[config.mk]
export PLATFORM = sky130hd
export DESIGN_NAME = alu4_op_sequencer
export DESIGN_NICKNAME = d
export VERILOG_FILES = /design/src/rtl/alu4_pkg.sv /design/src/rtl/alu_bit_slice.sv /design/src/rtl/alu4_op_sequencer.sv
export SDC_FILE = /design/constraint.sdc
export NUM_CORES = 1
export LEC_CHECK = 0
export BUFFER_PORTS_ARGS = -buffer_cell sky130_fd_sc_hd__buf_2
export CAP_MARGIN = 10
export CORE_MARGIN = 8
export CORE_UTILIZATION = 52
export DETAILED_ROUTE_END_ITERATION = 8
export PLACE_DENSITY = 0.78
export SETUP_SLACK_MARGIN = 0.5
export SYNTH_ARGS = -nofsm -noshare
export SYNTH_HDL_FRONTEND = slang
export SYNTH_SLANG_ARGS = --single-unit
[constraint.sdc]
create_clock -name clk -period 2.05 [get_ports clk]
set_input_delay 0.41 -clock clk [delete_from_list [all_inputs] [get_ports clk]]
set_output_delay 0.41 -clock clk [all_outputs]
set_load 0.1 [all_outputs]
[src/rtl/alu4_pkg.sv]
// Shared definitions for the bit-serial ALU sequencer: opcode and state
// encodings, the default operand width and opcode classification helpers.
package alu4_pkg;

    localparam int unsigned ALU4_WIDTH = 4;

    typedef enum logic [2:0] {
        OP_AND  = 3'b000,
        OP_OR   = 3'b001,
        OP_XOR  = 3'b010,
        OP_XNOR = 3'b011,
        OP_ADD  = 3'b100,
        OP_SUB  = 3'b101
    } op_e;

    typedef enum logic [1:0] {
        ST_IDLE,
        ST_EXEC,
        ST_DONE
    } state_e;

    function automatic logic is_arith(input logic [2:0] op);
        return (op == OP_ADD) || (op == OP_SUB);
    endfunction

    // 110 and 111 are the only unassigned encodings.
    function automatic logic is_legal(input logic [2:0] op);
        return op[2:1] != 2'b11;
    endfunction

endpackage

[src/rtl/alu_bit_slice.sv]
// One-bit AND/OR/XOR/full-adder cell; the single shared datapath resource
// stepped across the operand bits by the sequencer. Purely combinational.
module alu_bit_slice
    import alu4_pkg::*;
(
    input  logic       a,
    input  logic       b,
    input  logic       cin,
    input  logic [2:0] op,
    output logic       r,
    output logic       cout
);

    logic b_eff;
    logic and_ab;
    logic or_ab;
    logic xor_ab;
    logic sum;

    // Subtraction adds the complement of B; the sequencer seeds carry-in with 1.
    assign b_eff  = (op == OP_SUB) ? ~b : b;
    assign and_ab = a & b_eff;
    assign or_ab  = a | b_eff;
    assign xor_ab = a ^ b_eff;
    assign sum    = xor_ab ^ cin;

    always_comb begin
        r    = 1'b0;
        cout = 1'b0;
        case (op)
            OP_AND:  r = and_ab;
            OP_OR:   r = or_ab;
            OP_XOR:  r = xor_ab;
            OP_XNOR: r = ~xor_ab;
            OP_ADD, OP_SUB: begin
                r    = sum;
                cout = and_ab | (xor_ab & cin);
            end
            default: begin
                r    = 1'b0;
                cout = 1'b0;
            end
        endcase
    end

endmodule

[src/rtl/alu4_op_sequencer.sv]
// Round-robin arbiter plus bit-serial sequencer sharing one alu_bit_slice
// between two requesters. Define ALU4_OVF_FLAG_EN to add the overflow output.
module alu4_op_sequencer
    import alu4_pkg::*;
#(
    parameter int unsigned WIDTH = ALU4_WIDTH
) (
    input  logic             clk,
    input  logic             rst,
    input  logic             req0,
    input  logic [2:0]       op0,
    input  logic [WIDTH-1:0] a0,
    input  logic [WIDTH-1:0] b0,
    input  logic             req1,
    input  logic [2:0]       op1,
    input  logic [WIDTH-1:0] a1,
    input  logic [WIDTH-1:0] b1,
    output logic             gnt0,
    output logic             gnt1,
    output logic             busy,
    output logic             done,
    output logic             done_id,
    output logic [WIDTH-1:0] result,
    output logic             carry_out,
    output logic             zero,
    output logic             illegal
`ifdef ALU4_OVF_FLAG_EN
    ,
    output logic             overflow
`endif
);

    localparam int unsigned IW = (WIDTH > 1) ? $clog2(WIDTH) : 1;
    localparam logic [IW-1:0] LAST_IDX = IW'(WIDTH - 1);

    state_e           state_q;
    logic [2:0]       op_q;
    logic [WIDTH-1:0] a_q;
    logic [WIDTH-1:0] b_q;
    logic [WIDTH-1:0] sr_q;
    logic [IW-1:0]    idx_q;
    logic             carry_q;
    logic             owner_q;
    logic             ptr_q;
    logic             gnt0_q;
    logic             gnt1_q;
    logic             done_q;
    logic             done_id_q;
    logic [WIDTH-1:0] result_q;
    logic             carry_out_q;
    logic             zero_q;
    logic             illegal_q;
`ifdef ALU4_OVF_FLAG_EN
    logic             msb_cin_q;
    logic             overflow_q;
`endif

    logic       win_d;
    logic [2:0] win_op_d;
    logic       bit_d;
    logic       carry_d;

    // Operands shift right each step so the slice always sees bit 0.
    alu_bit_slice u_slice (
        .a    (a_q[0]),
        .b    (b_q[0]),
        .cin  (carry_q),
        .op   (op_q),
        .r    (bit_d),
        .cout (carry_d)
    );

    // ptr_q names the requester that wins a tie.
    always_comb begin
        win_d = ptr_q;
        if (req0 && !req1) begin
            win_d = 1'b0;
        end else if (req1 && !req0) begin
            win_d = 1'b1;
        end
        win_op_d = win_d ? op1 : op0;
    end

    always_ff @(posedge clk) begin
        if (rst) begin
            state_q     <= ST_IDLE;
            op_q        <= '0;
            a_q         <= '0;
            b_q         <= '0;
            sr_q        <= '0;
            idx_q       <= '0;
            carry_q     <= 1'b0;
            owner_q     <= 1'b0;
            ptr_q       <= 1'b0;
            gnt0_q      <= 1'b0;
            gnt1_q      <= 1'b0;
            done_q      <= 1'b0;
            done_id_q   <= 1'b0;
            result_q    <= '0;
            carry_out_q <= 1'b0;
            zero_q      <= 1'b0;
            illegal_q   <= 1'b0;
`ifdef ALU4_OVF_FLAG_EN
            msb_cin_q   <= 1'b0;
            overflow_q  <= 1'b0;
`endif
        end else begin
            gnt0_q <= 1'b0;
            gnt1_q <= 1'b0;
            done_q <= 1'b0;
            case (state_q)
                ST_IDLE: begin
                    if (req0 || req1) begin
                        gnt0_q  <= ~win_d;
                        gnt1_q  <= win_d;
                        ptr_q   <= ~win_d;
                        owner_q <= win_d;
                        op_q    <= win_op_d;
                        a_q     <= win_d ? a1 : a0;
                        b_q     <= win_d ? b1 : b0;
                        idx_q   <= '0;
                        carry_q <= (win_op_d == OP_SUB);
                        state_q <= ST_EXEC;
                    end
                end
                ST_EXEC: begin
                    a_q     <= a_q >> 1;
                    b_q     <= b_q >> 1;
                    sr_q    <= {bit_d, sr_q[WIDTH-1:1]};
                    carry_q <= carry_d;
`ifdef ALU4_OVF_FLAG_EN
                    if (idx_q == LAST_IDX) begin
                        msb_cin_q <= carry_q;
                    end
`endif
                    if (idx_q == LAST_IDX) begin
                        state_q <= ST_DONE;
                    end else begin
                        idx_q <= idx_q + 1'b1;
                    end
                end
                ST_DONE: begin
                    done_q    <= 1'b1;
                    done_id_q <= owner_q;
                    if (is_legal(op_q)) begin
                        result_q    <= sr_q;
                        zero_q      <= (sr_q == '0);
                        carry_out_q <= is_arith(op_q) & carry_q;
                        illegal_q   <= 1'b0;
                    end else begin
                        result_q    <= '0;
                        zero_q      <= 1'b1;
                        carry_out_q <= 1'b0;
                        illegal_q   <= 1'b1;
                    end
`ifdef ALU4_OVF_FLAG_EN
                    overflow_q <= is_arith(op_q) & (msb_cin_q ^ carry_q);
`endif
                    state_q <= ST_IDLE;
                end
                default: state_q <= ST_IDLE;
            endcase
        end
    end

    assign gnt0      = gnt0_q;
    assign gnt1      = gnt1_q;
    assign busy      = (state_q != ST_IDLE);
    assign done      = done_q;
    assign done_id   = done_id_q;
    assign result    = result_q;
    assign carry_out = carry_out_q;
    assign zero      = zero_q;
    assign illegal   = illegal_q;
`ifdef ALU4_OVF_FLAG_EN
    assign overflow  = overflow_q;
`endif

endmodule

==> PnR_summary.wiki, run 1 <==
{| class="wikitable"
! Metric !! Value
|-
| Result of the run || complete, no violations
|-
| Highest fanout seen on the critical path || 3
|-
| Core box area || about 3000 sq um
|-
| Mapped Avg Cell Area || roughly 10 sq um
|-
| Count of pins over their slew limit || 0
|-
| Reported leakage power || slightly above 0.8 nW
|-
| TritonCTS Buffers || 5
|-
| Max VDD drop || 472 uV
|-
| Number of H-tree branching levels || 2
|-
| Net count, final || about 230
|-
| Overall fraction of global-route tracks in use || 0.150
|-
| Peak clock frequency supported by timing || between 500 and 600 MHz
|-
| Cell chain of the critical path || nand3b_1, xnor2_2, ha_1, inv_1, mux4_2, o221a_1, nor3_2
|-
| Total via count in the routed design || 1330
|-
| Share of the yosys chip area belonging to registers || 0.419
|-
| Arrival @ worst endpoint || about 2200 ps
|-
| Final worst path period need || ~1900 ps
|-
| Most common cell after layout, fill and taps aside || buf_2
|-
| Number of diodes added for antenna fixing || 0
|-
| Cell Area, Synth || roughly 1600 sq um
|-
| Later-pin clock latency in the skew report || around 330 ps
|-
| DR iter-0 viols || 103
|-
| Most frequent cells in the layout || buf_2, dfxtp_1, nor2_1
|-
| Number of detailed-route iterations in the first pass || 4
|-
| Wire length after detailed routing || 3650 um
|-
| Post-Route Utilization || 0.638
|-
| Count of hold-fix buffers inserted at cts || 0
|-
| Area taken by flip-flops and latches || ~670 sq um
|-
| Die Area || around 5000 sq um
|-
| Finish-stage setup viols || 0
|-
| Worst-path cell with the longest stage delay || mux4_2
|-
| Via-per-instance ratio || around 5.7
|-
| DRC Markers || 0
|-
| Starting density of the core || 0.530
|-
| Unrepaired setup endpoints after global routing || yes
|-
| Area growth syn-to-layout || 20.4%
|-
| Global-route wire length before repair || around 6000 um
|-
| Largest net degree at the start of global routing || 32
|-
| TritonCTS clock tree || yes
|-
| Nets in the synthesized netlist || approximately 190
|-
| Setup crit end kind || flip-flop
|-
| Kind of start point of the critical path || flip-flop
|-
| Routability Congestion || 0.774
|-
| Number of flip-flops and latches in the synthesized netlist || 33
|-
| Data required, critical path || between 2000 and 2500 ps
|-
| Xor/xnor share of the synthesized area || 0.00555
|-
| Die Height || a little over 70 um
|-
| Layout Skew || approximately 4.8 ps
|-
| Share of the clock period used by the worst path after layout || 0.928
|-
| Routed length per placed instance || approximately 16 um
|-
| Count of warnings emitted by yosys || 0
|-
| Area of the multi-input gates || around 850 sq um
|-
| Number of clock sinks seen by CTS || 33
|-
| Slew at the pin closest to its max-slew limit || approximately 520 ps
|-
| Remaining global-route overflow || 0
|-
| Combinational family with the most area after synthesis || compound AO/OA/AOI/OAI gates
|-
| Final-layout fill cell count || 248
|-
| Number of distinct standard cells referenced by the synthesized netlist || 43
|-
| Multiplexer share of the synthesized area || 0.0714
|-
| Standard-cell row count || 20
|-
| Worst-case headroom to the max-slew limit || 0.652
|-
| Chip Width || slightly above 70 um
|-
| Via count of the first global-routing pass || 1397
|-
| Worst setup path class || reg -> reg
|-
| Area share of and/or/nand/nor cells after synthesis || 0.163
|-
| Worst min-delay path category || in -> reg
|-
| Power per cell area || roughly 730 nW/um^2
|-
| Detailed-placement wirelength estimate || between 2000 and 3000 um
|-
| Slowest stage delay, CP || roughly 450 ps
|-
| Total of max-cap violations || 0
|-
| CTS root buf || clkbuf_4
|-
| Port Buf Inserts || 37
|-
| Remaining number of nets flagged by the antenna check after routing || 0
|-
| Crit path buf inv count || 1
|-
| Post-route setup TNS || 0 ps
|-
| Adder and majority cell fraction of the synthesized area || 0.0444
|-
| Main flop type after synthesis || dfxtp_1
|-
| Fin. Hold Viols || 0
|-
| Number of antenna violations at the first check in global routing || 0
|-
| Gate count after technology mapping || roughly 160
|-
| Clock transition at the registers of the reported paths || roughly 90 ps
|-
| Share of post-route cells with drive strength above 1 || 0.373
|-
| Kind of cell with the highest combined delay on the critical path || multiplexers
|-
| Fraction of synthesis flops using an asynchronous set or reset pin || 0
|-
| CTS Buffer Depth || 2
|-
| Compound-cell area share of the yosys netlist || 0.238
|-
| Number of enable flip-flop cells after synthesis || 0
|-
| I/O pins || 38
|}
==> worst register-to-register path: stages, from the launching register on <==
cell and delay [ps]:
dfxtp_4 350, nand3b_1 200, xnor2_2 190, ha_1 300
inv_1 40, mux4_2 450, o221a_1 230, nor3_2 90
==> logic make-up after synthesis <==
family                   count (synthesis)
flip-flops                              33
AND/OR/NAND/NOR                         50
buffers and inverters                   16
XOR/XNOR                                 1
multiplexers                            10
adder cells (fa/ha/maj)                  5
AO/OA/AOI/OAI                           46
==> flip-flops by register name (all words and copies together), names as in the netlist <==
name	count
done	1
owner_q	1
illegal	1
carry_q	1
carry_out	1
done_id	1
gnt0	1
op_q	3
a_q	4
zero	1
sr_q	4
idx_q	2
state_q	2
ptr_q	1
result	4
gnt1	1
b_q	4
==> power breakdown <==
part | total, W | switching [W] | internal (W)
combinational | 0.000301 | 0.000174 | 0.000127
sequential | 0.000713 | 0.0000346 | 0.000678
clock | 0.000363 | 0.000202 | 0.000162
==> final cells by class <==
cell class	count	share of cell area
inverter	7	0.0138
multi-input combinational	112	0.448
tap	33	0.0217
timing repair buffer	42	0.133
sequential	33	0.354
clock buffer	7	0.0290
==> worst paths after layout <==
| check | start | to | slack, ps | cells past startpoint |
|---|---|---|---|---|
| max | op_q[1]$_SDFFE_PP0P_ | sr_q[3]$_SDFFE_PP0P_ | 150 | 7 |
| min | a1[1] | a_q[1]$_SDFFE_PP0P_ | 360 | 3 |
| max reg2reg | op_q[1]$_SDFFE_PP0P_ | sr_q[3]$_SDFFE_PP0P_ | 150 | 7 |
| min reg2reg | sr_q[0]$_SDFFE_PP0P_ | sr_q[0]$_SDFFE_PP0P_ | 480 | 2 |
==> Yosys cell counts, types with 4 or more instances <==
master | count | share of area
nand2_1 | 11 | 0.026
ha_1 | 4 | 0.032
inv_1 | 7 | 0.017
dfxtp_1 | 33 | 0.42
mux2i_1 | 9 | 0.057
a22oi_1 | 12 | 0.057
nand2b_1 | 5 | 0.020
buf_6 | 4 | 0.029
a21oi_1 | 10 | 0.032
o22ai_1 | 6 | 0.024
nor2_1 | 21 | 0.050
a211oi_2 | 4 | 0.032
==> layer usage <==
layer / part of all wire / global-route usage
met2: 0.52 / 0.267
met4: 0.017 / 0.0647
met5: 0 / 0
met1: 0.42 / 0.154
met3: 0.049 / 0.0551
==> through the flow <==
step | total power, W | setup WS (ps) | cells | cell area [sq um] | hold slack [ps]
6_report | 0.00138 | 147 | 234 | 1900 | 356
5_1_grt | 0.00145 | 86.1 | 234 | 1900 | 367
4_1_cts | 0.00138 | 144 | 232 | 1850 | 356
3_5_place_dp | 0.00101 | 98.8 | 224 | 1770 | 468
3_3_place_gp | 0.000995 | 244 | 224 | 1770 | 458
2_1_floorplan | 0.000949 | 268 | 161 | 1600 | 444
==> repair_timing <==
item / in CTS / in global routing
pin swaps: 4 / 3
setup endpoints to repair: 3 / 13
buffers inserted: 1 / 2
resized for setup: 7 / 12
No activity file was read; power rests on OpenSTA's default activity.
==> run 2: changes to the inputs <==
CORE_UTILIZATION = 45   (was 52)
PLACE_DENSITY = 0.69   (was 0.78)
==> run 2 against run 1 <==
  * Global-route usage decreased by 1.6 points
  * Fmax increased by 2.6%
  * Cell count increased by 5.1%
  * Largest power group unchanged
  * Sequential share of layout area decreased by 0.65 points
  * Critical path type unchanged
  * Sequential cell count unchanged
  * Final area increased by 1.1%
  * Critical endpoint unchanged
  * Largest cell class unchanged
==> PnR_summary.wiki, run 2 (synthesized netlist as in run 1, its figures left out) <==
{| class="wikitable"
! Metric !! Value
|-
| Detailed-placement wirelength estimate || ~2600 um
|-
| Number of cells on the worst hold path || 3
|-
| Die Height || around 75 um
|-
| Setup crit end kind || flip-flop
|-
| Area growth syn-to-layout || 21.7%
|-
| Max VDD drop || between 400 and 500 uV
|-
| Power per cell area || 779 nW/um^2
|-
| Peak clock frequency supported by timing || approximately 540 MHz
|-
| Count of hold-fix buffers inserted at cts || 0
|-
| Slew at the pin closest to its max-slew limit || approximately 530 ps
|-
| Kind of start point of the critical path || flip-flop
|-
| Finish-stage setup viols || 0
|-
| Worst-case headroom to the max-slew limit || 0.648
|-
| Capture point of the worst path || sr_q[3]$_SDFFE_PP0P_
|-
| Share of post-route cells with drive strength above 1 || 0.370
|-
| Most frequent cells in the layout || buf_2, dfxtp_1, nor2_1
|-
| Die Area || about 5700 sq um
|-
| Reg-to-reg endpoint || sr_q[3]$_SDFFE_PP0P_
|-
| Data required, critical path || 2310 ps
|-
| Routed length per placed instance || 13.9 um
|-
| Reported leakage power || 0.811 nW
|-
| Result of the run || complete, no violations
|-
| Worst reg-to-reg path cell count || 6
|-
| Reg2reg start || op_q[1]$_SDFFE_PP0P_
|-
| Count of pins over their slew limit || 0
|-
| Worst min-delay path category || in -> reg
|-
| Number of H-tree branching levels || 2
|-
| Most common cell after layout, fill and taps aside || buf_2
|-
| Chip Width || 75.2 um
|-
| Global-route wire length before repair || 5820 um
|-
| Post-Route Utilization || 0.571
|-
| Clock transition at the registers of the reported paths || ~100 ps
|-
| Unrepaired setup endpoints after global routing || yes
|-
| TritonCTS Buffers || 5
|-
| Net count, final || 230
|-
| Highest fanout seen on the critical path || 3
|-
| Launching instance or port of the critical path || op_q[1]$_SDFFE_PP0P_
|-
| Final-layout fill cell count || about 330
|-
| Slowest stage delay, CP || roughly 460 ps
|-
| Overall fraction of global-route tracks in use || 0.134
|-
| Via-per-instance ratio || approximately 5.2
|-
| Fin. Hold Viols || 0
|-
| CTS root buf || clkbuf_4
|-
| Post-route setup TNS || 0 ps
|-
| Worst-path cell with the longest stage delay || mux4_2
|-
| Arrival @ worst endpoint || approximately 2100 ps
|-
| Total of max-cap violations || 0
|-
| Remaining global-route overflow || 0
|-
| TritonCTS clock tree || yes
|-
| Worst setup path class || reg -> reg
|-
| Later-pin clock latency in the skew report || approximately 320 ps
|-
| Standard-cell row count || 21
|-
| Number of diodes added for antenna fixing || 0
|-
| Core box area || about 3400 sq um
|-
| Number of clock sinks seen by CTS || 33
|-
| Via count of the first global-routing pass || roughly 1400
|-
| Layout Skew || 8.23 ps
|-
| I/O pins || 38
|-
| Remaining number of nets flagged by the antenna check after routing || 0
|-
| Final worst path period need || 1860 ps
|-
| Wire length after detailed routing || approximately 3400 um
|-
| R2r setup slk || a little under 200 ps
|-
| DRC Markers || 0
|-
| Number of antenna violations at the first check in global routing || 0
|-
| Routability Congestion || approximately 0.8
|-
| Number of detailed-route iterations in the first pass || 4
|-
| Share of the clock period used by the worst path after layout || 0.905
|-
| CTS Buffer Depth || 2
|-
| Cell chain of the critical path || nand3b_1, xnor2_2, ha_1, mux4_2, o221a_1, nor3_2
|-
| Port Buf Inserts || 37
|-
| Starting density of the core || 0.469
|-
| Largest net degree at the start of global routing || 32
|-
| Total via count in the routed design || between 1000 and 1500
|-
| DR iter-0 viols || 54
|}
run 2: how the worst min path moves through the flow:
stage / startpoint / endpoint / slack (ps)
final: a1[1] / a_q[1]$_SDFFE_PP0P_ / 360
after global routing: op0[0] / op_q[0]$_SDFFE_PP0P_ / 350
after CTS: op0[0] / op_q[0]$_SDFFE_PP0P_ / 350
after detailed placement: sr_q[2]$_SDFFE_PP0P_ / sr_q[1]$_SDFFE_PP0P_ / 480
after global placement: zero$_SDFFE_PP0P_ / zero$_SDFFE_PP0P_ / 460
after floorplan: sr_q[0]$_SDFFE_PP0P_ / sr_q[0]$_SDFFE_PP0P_ / 440
run 2: final cells by class:
cell class                      count  area [sq um]  share of cell area
Multi-Input combinational cell    112           851               0.443
Sequential cell                    33           668               0.348
Timing Repair Buffer               40           233               0.121
Tap cell                           46          57.6              0.0300
Clock buffer                        7          55.1              0.0287
Clock inverter                      1          30.0              0.0156
Inverter                            7          26.3              0.0137
run 2: repair_timing:
item | CTS | global route
buffers inserted | 1 | 0
pin swaps | 4 | 0
hold endpoints to repair | 0 | 0
gates resized for setup | 8 | 8
endpoints found under the setup margin | 3 | 14
run 2: metal layers:
| layer | global-route usage | routed length (um) | share of wire |
|---|---|---|---|
| met5 | 0 | 0 | 0 |
| met3 | 0.0479 | 149 | 0.044 |
| met1 | 0.152 | 1580 | 0.46 |
| met2 | 0.226 | 1650 | 0.48 |
| met4 | 0.0469 | 30 | 0.0088 |
run 2: worst max-delay path: cells and delay by family (launching register included):
kind,cells,cell delay [ps]
compound gates,1,230
xor+xnor,1,210
fa+ha+maj,1,260
flops,1,350
mux,1,460
simple gates,2,270
run 2: report_power, final:
group          switching [W]  total, W  internal, W
Sequential         0.0000334  0.000713     0.000680
Clock               0.000205  0.000496     0.000291
Combinational       0.000166  0.000287     0.000121
Total               0.000404   0.00150      0.00109
run 2: through the flow:
step | total power, W | setup WS [ps] | hold slack (ps) | area, sq um | std cells
final | 0.00150 | 194 | 364 | 1920 | 246
after global routing | 0.00157 | 51.4 | 348 | 1920 | 246
after CTS | 0.00151 | 175 | 353 | 1900 | 246
after detailed placement | 0.00101 | 141 | 480 | 1790 | 237
after global placement | 0.000995 | 235 | 458 | 1790 | 237
after floorplan | 0.000949 | 268 | 444 | 1600 | 161
==> run 3: changes to the inputs <==
CORE_MARGIN = default   (was 8)
==> run 3 against run 2 <==
  * Combinational power is essentially flat
  * Global-route usage increased by 5.7 points
  * Final area is 0.26% higher
  * Via count grew 1.9%
  * Total power is 0.39% higher
  * Count of clock-buffer cells in the layout stayed put
  * Largest cell class unchanged
  * Utilization rose by 0.60 points
  * Sequential power about the same
  * Highest routed layer unchanged
  * Critical endpoint unchanged
  * Clock skew increased by 1.1 ps
  * Sequential share of layout area about the same
  * Die area shrank 34%
==> PnR_summary.wiki, run 3 (synthesized netlist as in run 1, its figures left out) <==
{| class="wikitable"
! Metric !! Value
|-
| Worst setup path class || reg -> reg
|-
| Die Area || ~3700 sq um
|-
| CTS root buf || clkbuf_4
|-
| Reported leakage power || 0.812 nW
|-
| Arrival @ worst endpoint || 2110 ps
|-
| Final worst path period need || between 1500 and 2000 ps
|-
| Number of antenna violations at the first check in global routing || 0
|-
| Number of detailed-route iterations in the first pass || 4
|-
| Core box area || around 3300 sq um
|-
| Port Buf Inserts || 37
|-
| TritonCTS clock tree || yes
|-
| Worst-path cell with the longest stage delay || mux4_2
|-
| Largest net degree at the start of global routing || 32
|-
| Cell chain of the critical path || nand3b_1, xnor2_2, ha_1, mux4_2, o221a_1, nor3_2
|-
| Global-route wire length before repair || 5210 um
|-
| Clock transition at the registers of the reported paths || 100 ps
|-
| Worst-case headroom to the max-slew limit || 0.656
|-
| Power per cell area || between 700 and 800 nW/um^2
|-
| Kind of cell with the highest combined delay on the critical path || multiplexers
|-
| Sum of internal, switching and leakage power || ~0.0015 W
|-
| Total of max-cap violations || 0
|-
| Slowest stage delay, CP || 460 ps
|-
| Via-per-instance ratio || around 5.3
|-
| CTS Buffer Depth || 2
|-
| Remaining number of nets flagged by the antenna check after routing || 0
|-
| Overall fraction of global-route tracks in use || 0.191
|-
| Slew at the pin closest to its max-slew limit || approximately 520 ps
|-
| Fin. Hold Viols || 0
|-
| Share of the clock period used by the worst path after layout || 0.900
|-
| DRC Markers || 0
|-
| Starting density of the core || 0.473
|-
| Routability Congestion || about 0.79
|-
| Peak clock frequency supported by timing || 542 MHz
|-
| Kind of start point of the critical path || flip-flop
|-
| Crit path buf inv count || 0
|-
| Later-pin clock latency in the skew report || 330 ps
|-
| Unrepaired setup endpoints after global routing || yes
|-
| Data required, critical path || around 2300 ps
|-
| DR iter-0 viols || 40
|-
| Number of H-tree branching levels || 2
|-
| Most common cell after layout, fill and taps aside || buf_2
|-
| I/O pins || 38
|-
| Remaining global-route overflow || 0
|-
| Worst min-delay path category || in -> reg
|-
| Post-route setup TNS || 0 ps
|-
| Standard-cell row count || 21
|-
| Finish-stage setup viols || 0
|-
| Detailed-placement wirelength estimate || between 2000 and 2500 um
|-
| Result of the run || complete, no violations
|-
| Count of pins over their slew limit || 0
|-
| Max VDD drop || ~550 uV
|-
| Chip Width || ~61 um
|-
| TritonCTS Buffers || 5
|-
| Share of post-route cells with drive strength above 1 || 0.380
|-
| Final-layout fill cell count || 300
|-
| Net count, final || 230
|-
| Setup crit end kind || flip-flop
|-
| Number of diodes added for antenna fixing || 0
|-
| Highest fanout seen on the critical path || 3
|-
| Via count of the first global-routing pass || around 1200
|-
| Total via count in the routed design || around 1300
|-
| Routed length per placed instance || ~13 um
|-
| Area growth syn-to-layout || 22.0%
|-
| Wire length after detailed routing || 3170 um
|-
| Most frequent cells in the layout || buf_2, dfxtp_1, nor2_1
|-
| Number of clock sinks seen by CTS || 33
|-
| Die Height || a little over 60 um
|-
| Layout Skew || 9.36 ps
|-
| R2r setup slk || 200 ps
|}
-- run 3: cell counts in the layout (fill, tap and decap cells not counted) --
Identical to the previous run, type by type.
-- run 3: worst paths after layout --
path / startpoint / to / depth (start not counted)
worst max-delay path: op_q[1]$_SDFFE_PP0P_ / sr_q[3]$_SDFFE_PP0P_ / 6
worst min-delay path: op0[0] / op_q[0]$_SDFFE_PP0P_ / 3
worst max register to register: op_q[1]$_SDFFE_PP0P_ / sr_q[3]$_SDFFE_PP0P_ / 6
worst min register to register: zero$_SDFFE_PP0P_ / zero$_SDFFE_PP0P_ / 2
-- run 3: worst register-to-register path, cell delays in order (launching register included) --
cell and delay, ps:
dfxtp_2 330, nand3b_1 180, xnor2_2 220, ha_1 270, mux4_2 460, o221a_1 230
nor3_2 90
-- run 3: per-stage QoR --
step / cells / util / hold slack [ps] / cell area (sq um) / setup slack, ps
after floorplan: 161 / - / 444 / 1600 / 268
after global placement: 237 / 0.536 / 456 / 1790 / 234
after detailed placement: 237 / 0.536 / 466 / 1790 / 121
after CTS: 246 / 0.568 / 349 / 1900 / 177
after global routing: 246 / 0.577 / 357 / 1930 / 104
final: 246 / 0.577 / 364 / 1930 / 204
-- run 3: power by group --
| group | switching, W | internal (W) | leakage, nW |
|---|---|---|---|
| clock network | 0.000210 | 0.000291 | 0.0455 |
| logic | 0.000167 | 0.000122 | 0.495 |
| registers | 0.0000338 | 0.000680 | 0.272 |
-- run 3: repair_timing --
action,CTS,global route
endpoints found under the hold margin,0,0
hold buffers,0,0
pin swaps,5,0
setup buffers,1,0
endpoints found under the setup margin,3,14
gates resized for setup,8,10
-- run 3: layout make-up --
class	instances	area (sq um)	share of cell area
clock buffers	7	55.1	0.0286
clock inverters	1	30.0	0.0156
inverters	7	26.3	0.0136
multi-input cells	112	855	0.444
flip-flops and latches	33	669	0.348
well taps	46	57.6	0.0299
repair buffers	40	233	0.121
-- run 3: routing by layer --
| metal | track usage | share of wire | up-vias |
|---|---|---|---|
| met2 | 0.329 | 0.51 | 39 |
| met4 | 0.0682 | 0.0076 | 0 |
| li1 | - | - | 655 |
| met1 | 0.226 | 0.44 | 615 |
| met3 | 0.0567 | 0.047 | 3 |
| met5 | 0 | 0 | - |
